==> config.mk <==
export PLATFORM = sky130hd
export DESIGN_NAME = conv_window_addr_gen
export DESIGN_NICKNAME = d
export VERILOG_FILES = /design/src/rtl/conv_addr_pkg.sv /design/src/rtl/wrap_counter.sv /design/src/rtl/conv_window_addr_gen.sv
export SDC_FILE = /design/constraint.sdc
export NUM_CORES = 1
export LEC_CHECK = 0
export CAP_MARGIN = 15
export CORE_UTILIZATION = 47
export CTS_CLUSTER_DIAMETER = 80
export DETAILED_ROUTE_END_ITERATION = 10
export GPL_ROUTABILITY_DRIVEN = 0
export PLACE_DENSITY_LB_ADDON = 0.12
export SYNTH_ARGS = -nofsm -noshare
export SYNTH_HDL_FRONTEND = slang
export SYNTH_SLANG_ARGS = --single-unit
==> constraint.sdc <==
create_clock -name clk -period 9.9 [get_ports clk]
set_input_delay 2.475 -clock clk [delete_from_list [all_inputs] [get_ports clk]]
set_output_delay 2.475 -clock clk [all_outputs]
set_load 0.01 [all_outputs]
==> src/rtl/conv_addr_pkg.sv <==
// Shared types and elaboration helpers for the convolution-window address generator.
package conv_addr_pkg;

   typedef enum logic [1:0] {
      ST_IDLE,
      ST_RUN,
      ST_DONE
   } state_e;

   // Bits needed to hold 0..n-1 (at least one bit).
   function automatic int unsigned cnt_w(input int unsigned n);
      return (n > 1) ? $clog2(n) : 1;
   endfunction

   // Output dimension of a padded, strided convolution.
   function automatic int unsigned out_dim(input int unsigned img, input int unsigned pad,
                                           input int unsigned k, input int unsigned stride);
      return (img + 2 * pad - k) / stride + 1;
   endfunction

endpackage

==> src/rtl/wrap_counter.sv <==
// Modulo-MAX counter for one loop level; carry flags the wrap back to zero.
module wrap_counter
   import conv_addr_pkg::*;
#(
   parameter int unsigned MAX = 2,
   localparam int unsigned W = cnt_w(MAX)
) (
   input  logic clk,
   input  logic reset,
   input  logic clear,
   input  logic inc,
   output logic wrap_c,
   output logic last_c
);

   logic [W-1:0] count;
   logic [W-1:0] count_nxt;

   always_comb begin
      wrap_c    = inc && (count == W'(MAX - 1));
      count_nxt = count;
      if (clear) begin
         count_nxt = '0;
      end else if (inc) begin
         count_nxt = wrap_c ? '0 : count + W'(1);
      end
      // Looks ahead: the value being loaded is this level's final index.
      last_c = (count_nxt == W'(MAX - 1));
   end

   always_ff @(posedge clk or posedge reset) begin
      if (reset) begin
         count <= '0;
      end else begin
         count <= count_nxt;
      end
   end

endmodule

==> src/rtl/conv_window_addr_gen.sv <==
// Walks every output pixel, channel and kernel tap, streaming one feature-memory
// address per tap; pointers advance with adders only.
module conv_window_addr_gen
   import conv_addr_pkg::*;
#(
   parameter int unsigned IMG_W  = 640,
   parameter int unsigned IMG_H  = 640,
   parameter int unsigned CH     = 3,
   parameter int unsigned K      = 3,
   parameter int unsigned STRIDE = 1,
   parameter int unsigned PAD    = 1,
   parameter int unsigned ADDR_W = 25
) (
   input  logic              clk,
   input  logic              reset,
   input  logic              start,
   input  logic [ADDR_W-1:0] base_addr,
   output logic              addr_valid,
   input  logic              addr_ready,
   output logic [ADDR_W-1:0] addr,
   output logic              addr_pad,
   output logic              win_first,
   output logic              win_last,
   output logic              busy,
   output logic              done
);

   localparam int unsigned OUT_W = out_dim(IMG_W, PAD, K, STRIDE);
   localparam int unsigned OUT_H = out_dim(IMG_H, PAD, K, STRIDE);
   localparam int unsigned IDX_W = cnt_w(IMG_W + IMG_H + 4 * K + 8) + 2;

   localparam logic signed [IDX_W-1:0] ONE_S    = IDX_W'(1);
   localparam logic signed [IDX_W-1:0] PAD_S    = IDX_W'(PAD);
   localparam logic signed [IDX_W-1:0] STRIDE_S = IDX_W'(STRIDE);
   localparam logic signed [IDX_W-1:0] IMG_W_S  = IDX_W'(IMG_W);
   localparam logic signed [IDX_W-1:0] IMG_H_S  = IDX_W'(IMG_H);

   localparam logic [ADDR_W-1:0] ROW_STEP   = ADDR_W'(IMG_W);
   localparam logic [ADDR_W-1:0] PLANE_STEP = ADDR_W'(IMG_W * IMG_H);
   localparam logic [ADDR_W-1:0] WIN_STEP   = ADDR_W'(STRIDE);
   localparam logic [ADDR_W-1:0] WROW_STEP  = ADDR_W'(STRIDE * IMG_W);
   localparam logic [ADDR_W-1:0] ORIGIN_OFS = ADDR_W'(PAD * IMG_W + PAD);

   if (PAD >= K || IMG_W + 2 * PAD < K || IMG_H + 2 * PAD < K) begin : g_bad_params
      $error("conv_window_addr_gen: illegal PAD/K/IMG_W/IMG_H combination");
   end

   state_e state_q, state_d;
   logic   load, adv, final_q;
   logic   wrap_kx, wrap_ky, wrap_ch, wrap_ox, wrap_oy;
   logic   last_kx, last_ky, last_ch, last_ox, last_oy;
   logic   pad_n, first_n, last_n, final_n;

   logic signed [IDX_W-1:0] ix_q, iy_q, oxb_q, oyb_q;
   logic signed [IDX_W-1:0] ix_n, iy_n, oxb_n, oyb_n;
   logic [ADDR_W-1:0] orow_q, win_q, plane_q, row_q, tap_q;
   logic [ADDR_W-1:0] orow_n, win_n, plane_n, row_n, tap_n;

   wrap_counter #(.MAX(K))     u_kx (.clk(clk), .reset(reset), .clear(load), .inc(adv),
                                     .wrap_c(wrap_kx), .last_c(last_kx));
   wrap_counter #(.MAX(K))     u_ky (.clk(clk), .reset(reset), .clear(load), .inc(wrap_kx),
                                     .wrap_c(wrap_ky), .last_c(last_ky));
   wrap_counter #(.MAX(CH))    u_ch (.clk(clk), .reset(reset), .clear(load), .inc(wrap_ky),
                                     .wrap_c(wrap_ch), .last_c(last_ch));
   wrap_counter #(.MAX(OUT_W)) u_ox (.clk(clk), .reset(reset), .clear(load), .inc(wrap_ch),
                                     .wrap_c(wrap_ox), .last_c(last_ox));
   wrap_counter #(.MAX(OUT_H)) u_oy (.clk(clk), .reset(reset), .clear(load), .inc(wrap_ox),
                                     .wrap_c(wrap_oy), .last_c(last_oy));

   // Next state plus walk-control strobes.
   always_comb begin
      state_d = state_q;
      load    = 1'b0;
      adv     = 1'b0;
      case (state_q)
         ST_IDLE: begin
            if (start) begin
               state_d = ST_RUN;
               load    = 1'b1;
            end
         end
         ST_RUN: begin
            if (addr_valid && addr_ready) begin
               adv = 1'b1;
               if (final_q) state_d = ST_DONE;
            end
         end
         ST_DONE: state_d = ST_IDLE;
         default: state_d = ST_IDLE;
      endcase
   end

   // Pointer update: the innermost non-wrapping level decides which origin reloads.
   always_comb begin
      ix_n    = ix_q;
      iy_n    = iy_q;
      oxb_n   = oxb_q;
      oyb_n   = oyb_q;
      orow_n  = orow_q;
      win_n   = win_q;
      plane_n = plane_q;
      row_n   = row_q;
      tap_n   = tap_q;
      if (load) begin
         ix_n    = -PAD_S;
         iy_n    = -PAD_S;
         oxb_n   = -PAD_S;
         oyb_n   = -PAD_S;
         orow_n  = base_addr - ORIGIN_OFS;
         win_n   = orow_n;
         plane_n = orow_n;
         row_n   = orow_n;
         tap_n   = orow_n;
      end else if (adv) begin
         if (!wrap_kx) begin
            ix_n  = ix_q + ONE_S;
            tap_n = tap_q + ADDR_W'(1);
         end else if (!wrap_ky) begin
            ix_n  = oxb_q;
            iy_n  = iy_q + ONE_S;
            row_n = row_q + ROW_STEP;
            tap_n = row_n;
         end else if (!wrap_ch) begin
            ix_n    = oxb_q;
            iy_n    = oyb_q;
            plane_n = plane_q + PLANE_STEP;
            row_n   = plane_n;
            tap_n   = plane_n;
         end else if (!wrap_ox) begin
            oxb_n   = oxb_q + STRIDE_S;
            ix_n    = oxb_n;
            iy_n    = oyb_q;
            win_n   = win_q + WIN_STEP;
            plane_n = win_n;
            row_n   = win_n;
            tap_n   = win_n;
         end else if (!wrap_oy) begin
            oxb_n   = -PAD_S;
            ix_n    = oxb_n;
            oyb_n   = oyb_q + STRIDE_S;
            iy_n    = oyb_n;
            orow_n  = orow_q + WROW_STEP;
            win_n   = orow_n;
            plane_n = orow_n;
            row_n   = orow_n;
            tap_n   = orow_n;
         end
      end
      pad_n   = ix_n[IDX_W-1] || iy_n[IDX_W-1] || (ix_n >= IMG_W_S) || (iy_n >= IMG_H_S);
      first_n = load || wrap_ch;
      last_n  = last_kx && last_ky && last_ch;
      final_n = last_n && last_ox && last_oy;
   end

   always_ff @(posedge clk or posedge reset) begin
      if (reset) begin
         state_q    <= ST_IDLE;
         busy       <= 1'b0;
         addr_valid <= 1'b0;
         done       <= 1'b0;
         addr       <= '0;
         addr_pad   <= 1'b0;
         win_first  <= 1'b0;
         win_last   <= 1'b0;
         final_q    <= 1'b0;
         ix_q       <= '0;
         iy_q       <= '0;
         oxb_q      <= '0;
         oyb_q      <= '0;
         orow_q     <= '0;
         win_q      <= '0;
         plane_q    <= '0;
         row_q      <= '0;
         tap_q      <= '0;
      end else begin
         state_q    <= state_d;
         busy       <= (state_d == ST_RUN);
         addr_valid <= (state_d == ST_RUN);
         done       <= (state_d == ST_DONE);
         if (load || adv) begin
            ix_q    <= ix_n;
            iy_q    <= iy_n;
            oxb_q   <= oxb_n;
            oyb_q   <= oyb_n;
            orow_q  <= orow_n;
            win_q   <= win_n;
            plane_q <= plane_n;
            row_q   <= row_n;
            tap_q   <= tap_n;
         end
         // The presented beat only changes on start or a non-final acceptance.
         if (load || (adv && !final_q)) begin
            addr      <= pad_n ? '0 : tap_n;
            addr_pad  <= pad_n;
            win_first <= first_n;
            win_last  <= last_n;
            final_q   <= final_n;
         end
      end
   end

endmodule

Word-level counts from Yosys, hierarchy flattened
Index checks and enable logic that the tools add are counted.
{"block": "totals", "register_bits": 236, "in_bits": 29, "word_cells": 165}
{"block": "op_classes", "addsub": 15, "order_cmp": 2, "eq_ne": 17, "mux": 81, "n_reduce_logical": 28}
{"cell": "25-bit two-way mux", "count": 30}
{"cell": "13-bit two-way mux", "count": 28}
{"cell": "10-bit two-way mux", "count": 6}
{"cell": "13-bit by 2-bit adder with 13-bit output, second input constant", "count": 4}
{"cell": "25-bit by 1-bit adder with 25-bit output, second input constant", "count": 2}
{"cell": "25-bit by 10-bit adder with 25-bit output, second input constant", "count": 2}
{"cell": "10-bit == test, second input constant", "count": 4}
{"cell": "13-bit by 11-bit greater-or-equal comparator with 1-bit output, second input constant", "count": 2}
{"cell": "25-bit by 19-bit adder with 25-bit output, second input constant", "count": 1}
{"cell": "25-bit by 10-bit subtractor with 25-bit output, second input constant", "count": 1}
{"cell": "2-bit two-way mux", "count": 12}
{"cell": "10-bit by 1-bit adder with 10-bit output, second input constant", "count": 2}
{"cell": "2-bit == test, second input constant", "count": 7}
{"cell": "1-bit logical AND", "count": 11}
{"cell": "2-bit nonzero test", "count": 5}
{"cell": "7-bit AND reduction", "count": 1}
{"cell": "2-bit by 1-bit adder with 2-bit output, second input constant", "count": 3}
{"cell": "1-bit logical OR", "count": 6}
{"cell": "6-bit AND reduction", "count": 1}
{"cell": "5-bit inequality test, second input constant", "count": 1}
{"cell": "5-bit AND reduction", "count": 1}
{"cell": "2-bit by 1-bit == test with 1-bit output, second input constant", "count": 2}
{"cell": "1-bit two-way mux", "count": 4}
{"cell": "4-bit inequality test, second input constant", "count": 1}
{"cell": "other kinds (6)", "count": 6}

Depth between registers and ports, before layout
Gate-level depths: netlist of the first run.
{"block": "depth", "ltp_word": 19, "depth_mapped": 12}

Hierarchy
Synthesis of the first run repeated with hierarchy kept, for this count alone.
{"block": "unflattened", "cells_unflattened": 2043, "area_unflattened_um2": 16666.0}
{"module": "conv_window_addr_gen", "n_inst": 1, "cells_each": 1879, "area_per_inst_um2": 15107.0, "seq_area_each_um2": 5255.0}
{"module": "wrap_counter at u_ox", "n_inst": 1, "cells_each": 65, "area_per_inst_um2": 616.8, "seq_area_each_um2": 250.2}
{"module": "wrap_counter at u_oy", "n_inst": 1, "cells_each": 63, "area_per_inst_um2": 596.8, "seq_area_each_um2": 250.2}
{"module": "wrap_counter at u_ch ...", "n_inst": 3, "cells_each": 12, "area_per_inst_um2": 115.1, "seq_area_each_um2": 50.0}

Least setup slack after synthesis of the first run
No wires, ideal clock.
{"block": "synth_path", "path_kind": "input -> register", "startpoint": "input base_addr[0]", "endpoint": "register addr[24]", "setup_ns": 0.127, "arrival_time_ns": 4.725, "required_time_ns": 9.773, "setup_slack_ns": 5.048, "path_stages": 10, "path_buffers": 0, "path_cell_list": "inv_1 -> ha_1 -> or3b_2 -> o41ai_2 -> a21boi_2 -> nor4_1 -> mux2i_1 -> nand2_1 -> a211oi_1 -> o21ai_1"}
{"block": "synth_via", "elab_chain_len": 3}
{"element": "from (decl)", "line": "conv_window_addr_gen.sv:17", "rtl": "input logic [ADDR_W-1:0] base_addr,"}
{"element": "25-bit by 10-bit subtractor with 25-bit output", "line": "conv_window_addr_gen.sv:109", "rtl": "orow_n = base_addr - ORIGIN_OFS;"}
{"element": "25-bit two-way mux", "line": "conv_window_addr_gen.sv:104", "rtl": "if (load) begin"}
{"element": "25-bit two-way mux", "line": "conv_window_addr_gen.sv:193", "rtl": "addr <= pad_n ? '0 : tap_n;"}
{"element": "to (signal assigned)", "line": "conv_window_addr_gen.sv:193"}
{"element": "to (decl)", "line": "conv_window_addr_gen.sv:20", "rtl": "output logic [ADDR_W-1:0] addr,"}
Every way passes these cells.
A chain may end at the register's enable or synchronous reset.

Worst setup path after layout of the first run
{"block": "layout_path", "startpoint": "input addr_ready", "endpoint": "register addr[8]"}
{"block": "layout_via", "elab_chain_len": 19, "word_cells_on_any_way": 37, "cone_classes": "order compare (2); mux (24); reduce/logical (11)"}
{"element": "from (decl)", "line": "conv_window_addr_gen.sv:19", "rtl": "input logic addr_ready,"}
{"element": "1-bit logical AND (*)", "line": "conv_window_addr_gen.sv:83", "rtl": "if (addr_valid && addr_ready) begin"}
{"element": "1-bit two-way mux (*)", "line": "conv_window_addr_gen.sv:83"}
{"element": "1-bit two-way mux (*)", "line": "conv_window_addr_gen.sv:75", "rtl": "case (state_q)"}
{"element": "1-bit logical AND (5 in a row)", "line": "wrap_counter.sv:20", "rtl": "wrap_c = inc && (count == W'(MAX - 1));"}
{"element": "13-bit two-way mux", "line": "conv_window_addr_gen.sv:137", "rtl": "end else if (!wrap_oy) begin"}
{"element": "13-bit two-way mux", "line": "conv_window_addr_gen.sv:129", "rtl": "end else if (!wrap_ox) begin"}
{"element": "13-bit two-way mux", "line": "conv_window_addr_gen.sv:123", "rtl": "end else if (!wrap_ch) begin"}
{"element": "13-bit two-way mux", "line": "conv_window_addr_gen.sv:118", "rtl": "end else if (!wrap_ky) begin"}
{"element": "13-bit two-way mux", "line": "conv_window_addr_gen.sv:115", "rtl": "if (!wrap_kx) begin"}
{"element": "13-bit two-way mux", "line": "conv_window_addr_gen.sv:114", "rtl": "end else if (adv) begin"}
{"element": "13-bit two-way mux", "line": "conv_window_addr_gen.sv:104"}
{"element": "13-bit by 11-bit greater-or-equal comparator with 1-bit output or 1-bit logical OR (tied branches)", "line": "conv_window_addr_gen.sv:149", "rtl": "pad_n = ix_n[IDX_W-1] || iy_n[IDX_W-1] || (ix_n >= IMG_W_S) || (iy_n >= IMG_H_S);"}
{"element": "1-bit logical OR (2 in a row)", "line": "conv_window_addr_gen.sv:149"}
{"element": "25-bit two-way mux", "line": "conv_window_addr_gen.sv:193"}
Mark *: on every way between the ends. The rest lies on a longest branch, timed or not.

==> results of run 1 <==
==> through the flow <==
step	cell area, um^2	setup slack (ps)
5_1_grt	17200	3540
3_5_place_dp	16100	3310
6_report	17200	3890
2_1_floorplan	15100	950
3_3_place_gp	16100	3380
4_1_cts	17200	3870
==> Yosys cell counts, types with 9 or more instances <==
cell      number
clkbuf_1      77
a31oi_1       30
a21o_1        30
nor2_1       173
buf_1         13
or3_1         24
o21ai_1       21
xnor2_1       68
o21ai_0      146
a211oi_1      29
mux2i_1       15
a21oi_1      140
buf_2         20
o22a_1        17
and3_1        36
nand2b_1      11
inv_1         40
nor3_1        57
o211ai_1      25
ha_1          12
xor2_1        45
or4_1         10
nand4_1       40
and2_1        13
nand2_1      252
nand3_1       91
a22oi_1        9
o22ai_1       17
and4_1        11
nor4_1        26
dfrtp_1      236
o21a_1        22
==> power groups by stage <==
| stage | clock [mW] | sequential [mW] | combinational, mW |
|---|---|---|---|
| global route | 1.25 | 1.49 | 1.16 |
| global placement | 0 | 1.46 | 1.02 |
| floorplan | 0 | 1.37 | 0.763 |
| finish | 1.20 | 1.46 | 1.05 |
| CTS | 1.21 | 1.45 | 1.03 |
| detailed placement | 0 | 1.46 | 1.03 |
==> placed cells by master, fill, tap and decap left out, types with 26 or more instances in the layout <==
master / count
nor3_1: 56
dfrtp_1: 236
xor2_1: 45
a21o_1: 30
nand3_1: 90
clkbuf_16: 29
a21oi_1: 139
buf_4: 43
clkdlybuf4s50_1: 59
and3_1: 36
o21ai_0: 145
inv_1: 39
nor2_1: 171
nor4_1: 26
xnor2_1: 68
nand4_1: 40
nand2_1: 252
a211oi_1: 29
a31oi_1: 30
==> worst min-delay path by stage <==
stage                 from           to  slack [ps]  cells past startpoint
2_1_floorplan  plane_q[12]  plane_q[12]         450                      1
3_3_place_gp   plane_q[12]  plane_q[12]         460                      1
3_5_place_dp   plane_q[13]  plane_q[13]         470                      1
4_1_cts        plane_q[13]  plane_q[13]         480                      1
5_1_grt        plane_q[13]  plane_q[13]         500                      1
6_report       plane_q[13]  plane_q[13]         480                      1
==> layout make-up <==
type / count / area share
Sequential cell: 236 / 0.343
Timing Repair Buffer: 102 / 0.0531
Multi-Input combinational cell: 1485 / 0.503
Antenna cell: 1 / 0.000145
Inverter: 40 / 0.00916
Clock inverter: 17 / 0.0157
Tap cell: 402 / 0.0292
Clock buffer: 35 / 0.0464
==> sequential cells by signal (all words and copies together), names as in the netlist, 2 cells and up <==
name        count
u_oy.count     10
win_q          25
state_q         2
oxb_q          13
iy_q           13
u_ox.count     10
u_kx.count      2
orow_q         25
row_q          25
plane_q        25
u_ky.count      2
tap_q          25
oyb_q          13
u_ch.count      2
addr           25
ix_q           13
==> critical path, cell delays in order <==
cell and delay [ps]:
clkdlybuf4s50_1 510, nand4b_2 510, nor3_4 360, buf_4 410, nand3_1 390, o211a_1 370
nor4b_4 320, nand4_2 700, o21ai_0 380
==> per-layer routing <==
layer / global-route usage / up-vias
met5: 0 / -
met4: 0.142 / 0
met3: 0.0580 / 134
met2: 0.511 / 857
met1: 0.472 / 7193
li1: - / 6854
==> cell families after synthesis <==
| logic type | count (synthesis) |
|---|---|
| multiplexers | 16 |
| buffers and inverters | 151 |
| XOR/XNOR | 113 |
| flip-flops | 236 |
| AO/OA/AOI/OAI | 557 |
| adder cells (fa/ha/maj) | 12 |
| AND/OR/NAND/NOR | 787 |
==> results.json, run 1 <==
{
  "synth.lib_cells_used.distinct": 78,
  "fp.dieW_um": 181,
  "grt_antenna_before_repair": 0,
  "timing.final.hold_violations": 0,
  "port_buffers": 59,
  "ys_ff_latch": 236,
  "synth_area_per_cell_um2": 8.08,
  "clockBufferDepth": 3,
  "yosys.area.top_type": "dfrtp_1",
  "synth_edf_count": 0,
  "tritoncts.num_buffers": 28,
  "cts-root-buf": "clkbuf_16",
  "worstSkewPairLatency_ps": 560,
  "slew_viol_final": 0,
  "timing.slew.headroom": 0.342,
  "ff_latch_area_um2": 5910,
  "rsz0062_at_grt": "false",
  "startpoint": "addr_ready",
  "grt_pass1_vias": 14400,
  "cellLeakagePower_nw": 7.31,
  "finish.utilization": 0.544,
  "synth_cells": 1872,
  "criticalPathCategory": "in2reg",
  "setup_violations": 0,
  "worst-r2r-cell-count": 11,
  "ant_nets": 0,
  "clkSinkCount": 236,
  "power.sequential.fraction": 0.394,
  "initial_core_util": 0.478,
  "drt-pass1-iter-count": 6,
  "power_switching_mw": 1.38,
  "timing.critical_path.from_type": "input pin",
  "min_path_type": "reg2reg",
  "compound_gate_fraction_of_synth_area": 0.230,
  "routed_wl_mm": 55.3,
  "netlist.area_leader.share": 0.390,
  "tritoncts": "built",
  "timing.clock.skew_ps": 20.4,
  "setup_tns_ps": 0,
  "h-tree-depth": 1,
  "rr_startpoint": "u_ox.count[0]",
  "post_synthesis_async_set_or_reset_flop_share": 1.00,
  "synth-seq-area-share": 0.390,
  "synth_top_family_by_area": "simple AND/OR/NAND/NOR gates",
  "synth_simple_gate_area_frac": 0.254,
  "ios": 60,
  "worstPathRequired_ps": 10360,
  "nFillCells": 2970,
  "net_count_of_the_finished_layout": 1934,
  "synth-main-ff-cell": "dfrtp_1",
  "critPathCapture": "addr[8]",
  "final_cells": 2318,
  "dr_wl_met3_mm": 5.48,
  "synth_warnings": 0,
  "grt_use_total": 0.336,
  "detail_route.drc_violations": 0,
  "synthMuxAreaShare": 0.0107,
  "max_freq_mhz": 166,
  "drt-met1-wl_mm": 23.5,
  "power_frac_comb": 0.283,
  "multi_input_area_um2": 8660,
  "layout-area-overhead-vs-synth_pct": 13.8,
  "finalWorstPathRequiredPeriod_ps": 6010,
  "timing.critical_path.to_type": "flop",
  "post_cts_resize_count": 0,
  "critical_path_peak_fanout": 29,
  "run_status": "finished clean",
  "post-route-period-util": 0.607,
  "power.total_mw": 3.72,
  "synth_nets": 1913,
  "wire_length_of_the_first_global_routing_pass_mm": 85.7,
  "post_drt_via_cell_ratio": 6.49,
  "mappedNetlistArea_um2": 15100,
  "top_layer_used": "met4",
  "irDropWorstVdd_mv": 0.141,
  "chipHeight_um": 181,
  "fin_hold_ws_ps": 479,
  "grt_start_max_net_pins": 119,
  "grt-ovfl-total": 0,
  "synthXorXnorAreaFrac": 0.0654,
  "detailroute.wirelength.met2_mm": 24.1,
  "first_iter_violations": 1600,
  "dpl.cell_count": 2265,
  "num_vias": 15000,
  "worst_slew_pin_slew_ps": 978,
  "pwr_density_cell_nw_per_um2": 216,
  "core_area_um2": 31600,
  "post_route_cells_drive_above_1_share": 0.0663,
  "synth.area.top_cells": "dfrtp_1 (39%), nand2_1 (6.3%), o21ai_0 (4.8%)",
  "drt-wirelength-per-cell_um": 23.9,
  "worst_setup_hold_path_clk_slew_ps": 70,
  "synth_fa_ha_area_frac": 0.00993,
  "internal_power_of_the_cells_mw": 2.34,
  "post-dp-hpwl_mm": 36.7,
  "crit_arrival_ps": 6470,
  "clkPwrFrac": 0.323,
  "hold_fix_buffers_at_cts": 0,
  "sw_frac_of_total": 0.371,
  "cts_post_setup_buffers_inserted": 0,
  "design.die.area_um2": 32900,
  "timing.max_cap.violations": 0,
  "std_cell_rows": 65,
  "ff2ff_setup_slack_ps": 5650,
  "r2r_end": "addr[8]"
}
Note: power is estimated with default switching activity, not from simulation.
==> run 2, diff against run 1 <==
Clock period 9.9 ns to 6.16 ns, I/O delays scaled along.
==> run 2 against run 1 <==
Clock skew up 0.57 ps. Setup slack worse by 2500 ps. Final cell count increased by 0.26%. Combinational power is 58% higher. Critical path type unchanged. Largest cell class unchanged.
==> results.json, run 2 (synthesized netlist as in run 1, its figures left out) <==
{
  "run_status": "finished clean",
  "min_path_type": "reg2reg",
  "startpoint": "base_addr[0]",
  "std_cell_rows": 65,
  "timing.clock.skew_ps": 20.9,
  "n_antenna_cell": 0,
  "timing.slew.headroom": 0.219,
  "fin_hold_ws_ps": 480,
  "h-tree-depth": 1,
  "grt_antenna_before_repair": 0,
  "final_cells": 2324,
  "wire_length_of_the_first_global_routing_pass_mm": 84.3,
  "port_buffers": 59,
  "clockBufferDepth": 3,
  "cts-root-buf": "clkbuf_16",
  "worstPathRequired_ps": 6590,
  "core_area_um2": 31600,
  "setup_violations": 0,
  "fp.dieW_um": 181,
  "dpl.cell_count": 2270,
  "tritoncts": "built",
  "detail_route.drc_violations": 0,
  "worst_slew_pin_slew_ps": 1170,
  "timing.final.hold_violations": 0,
  "timing.critical_path.to_type": "flop",
  "commonest_non_fill_non_tap_cells_in_the_layout": "nand2_1 (252), dfrtp_1 (236), nor2_1 (171)",
  "critical_path_peak_fanout": 10,
  "finish.utilization": 0.546,
  "cellLeakagePower_nw": 7.33,
  "post_route_cells_drive_above_1_share": 0.0666,
  "post_drt_via_cell_ratio": 6.44,
  "grt-ovfl-total": 0,
  "tritoncts.num_buffers": 29,
  "slew_viol_final": 0,
  "post-route-period-util": 0.781,
  "crit_arrival_ps": 5240,
  "crit_buf_inv": 2,
  "first_iter_violations": 1794,
  "grt_pass1_vias": 14300,
  "timing.critical_path.from_type": "input pin",
  "num_vias": 15000,
  "cts_post_setup_buffers_inserted": 0,
  "post_cts_resize_count": 0,
  "max_freq_mhz": 208,
  "clkSinkCount": 236,
  "worstSkewPairLatency_ps": 580,
  "net_count_of_the_finished_layout": 1940,
  "criticalPathCategory": "in2reg",
  "layout-area-overhead-vs-synth_pct": 14.2,
  "routed_wl_mm": 54.2,
  "hold_fix_buffers_at_cts": 0,
  "cpLargestDelayFamily": "simple AND/OR/NAND/NOR gates",
  "crit_chain": "clkdlybuf4s50_1 > inv_1 > ha_1 > or3b_2 > o41ai_2 > a21boi_2 > nor4_1 > mux2i_1 > nand2_1 > a211oi_1 > o21ai_1",
  "finalWorstPathRequiredPeriod_ps": 4810,
  "grt_start_max_net_pins": 189,
  "chipHeight_um": 181,
  "rr_startpoint": "u_ox.count[0]",
  "worst_setup_hold_path_clk_slew_ps": 60,
  "design.die.area_um2": 32900,
  "timing.hold.worst.start": "plane_q[11]",
  "rsz0062_at_grt": "false",
  "post-dp-hpwl_mm": 36.8,
  "power.total_mw": 5.98,
  "ant_nets": 0,
  "irDropWorstVdd_mv": 0.185,
  "timing.max_cap.violations": 0,
  "largest_stage_delay_worst_path_ps": 650,
  "ios": 60,
  "initial_core_util": 0.478,
  "drt-wirelength-per-cell_um": 23.3,
  "pwr_density_cell_nw_per_um2": 346,
  "layout.cells.most_common": "nand2_1",
  "grt_use_total": 0.331,
  "drt-pass1-iter-count": 5,
  "crit_slowest_cell": "nor4_1",
  "setup_tns_ps": 0
}
-- run 2: cell types whose count changed in the layout (fill, tap and decap cells not counted), sizes merged --
cell    delta
buf        +5
bufinv     +2
clkbuf     +3
clkinv     -3
diode      -1
-- run 2: stage by stage --
stage	worst slack [ps]	area (um^2)
3_3_place_gp	940	16200
6_report	1350	17300
2_1_floorplan	1530	15100
3_5_place_dp	892	16200
4_1_cts	1460	17300
5_1_grt	1200	17300
-- run 2: metal layers --
| metal | part of all wire | track usage | wire length [um] |
|---|---|---|---|
| met1 | 0.43 | 0.463 | 23100 |
| met2 | 0.44 | 0.513 | 23600 |
| met3 | 0.098 | 0.0529 | 5320 |
| met4 | 0.041 | 0.129 | 2230 |
| met5 | 0 | 0 | 0 |
-- run 2: worst reg2reg max path: stages (launching register included) --
cell and delay (ps):
dfrtp_1 410, ha_1 300, nand3b_2 190, nor3_2 860, nand2_1 400, o221ai_1 360, o211ai_1 210, nor4b_4 310
nand4_2 760, o21ai_0 440
-- run 2: final timing paths --
| check | to | cells after the start | slack (ps) |
|---|---|---|---|
| min | plane_q[11] | 1 | 480 |
| max in group asynchronous | orow_q[16] | 3 | 3600 |
| max | addr[24] | 11 | 1350 |
| min reg2reg | plane_q[11] | 1 | 480 |
| max reg2reg | addr[9] | 9 | 1830 |
| min in group asynchronous | u_oy.count[6] | 2 | 1230 |
-- run 2: power by group --
group / internal, mW / leakage [nW] / switching [mW]
sequential: 1.88 / 2.99 / 0.472
clock: 1.25 / 0.529 / 0.714
combinational: 0.672 / 3.82 / 0.991
total: 3.81 / 7.33 / 2.18
-- run 2: layout make-up --
cell class                      instances  area (um^2)
Fill cell                            2975        14400
Clock inverter                         16          309
Timing Repair Buffer                  107          963
Sequential cell                       236         5910
Tap cell                              402          503
Multi-Input combinational cell       1485         8670
Inverter                               40          154
Clock buffer                           38          769
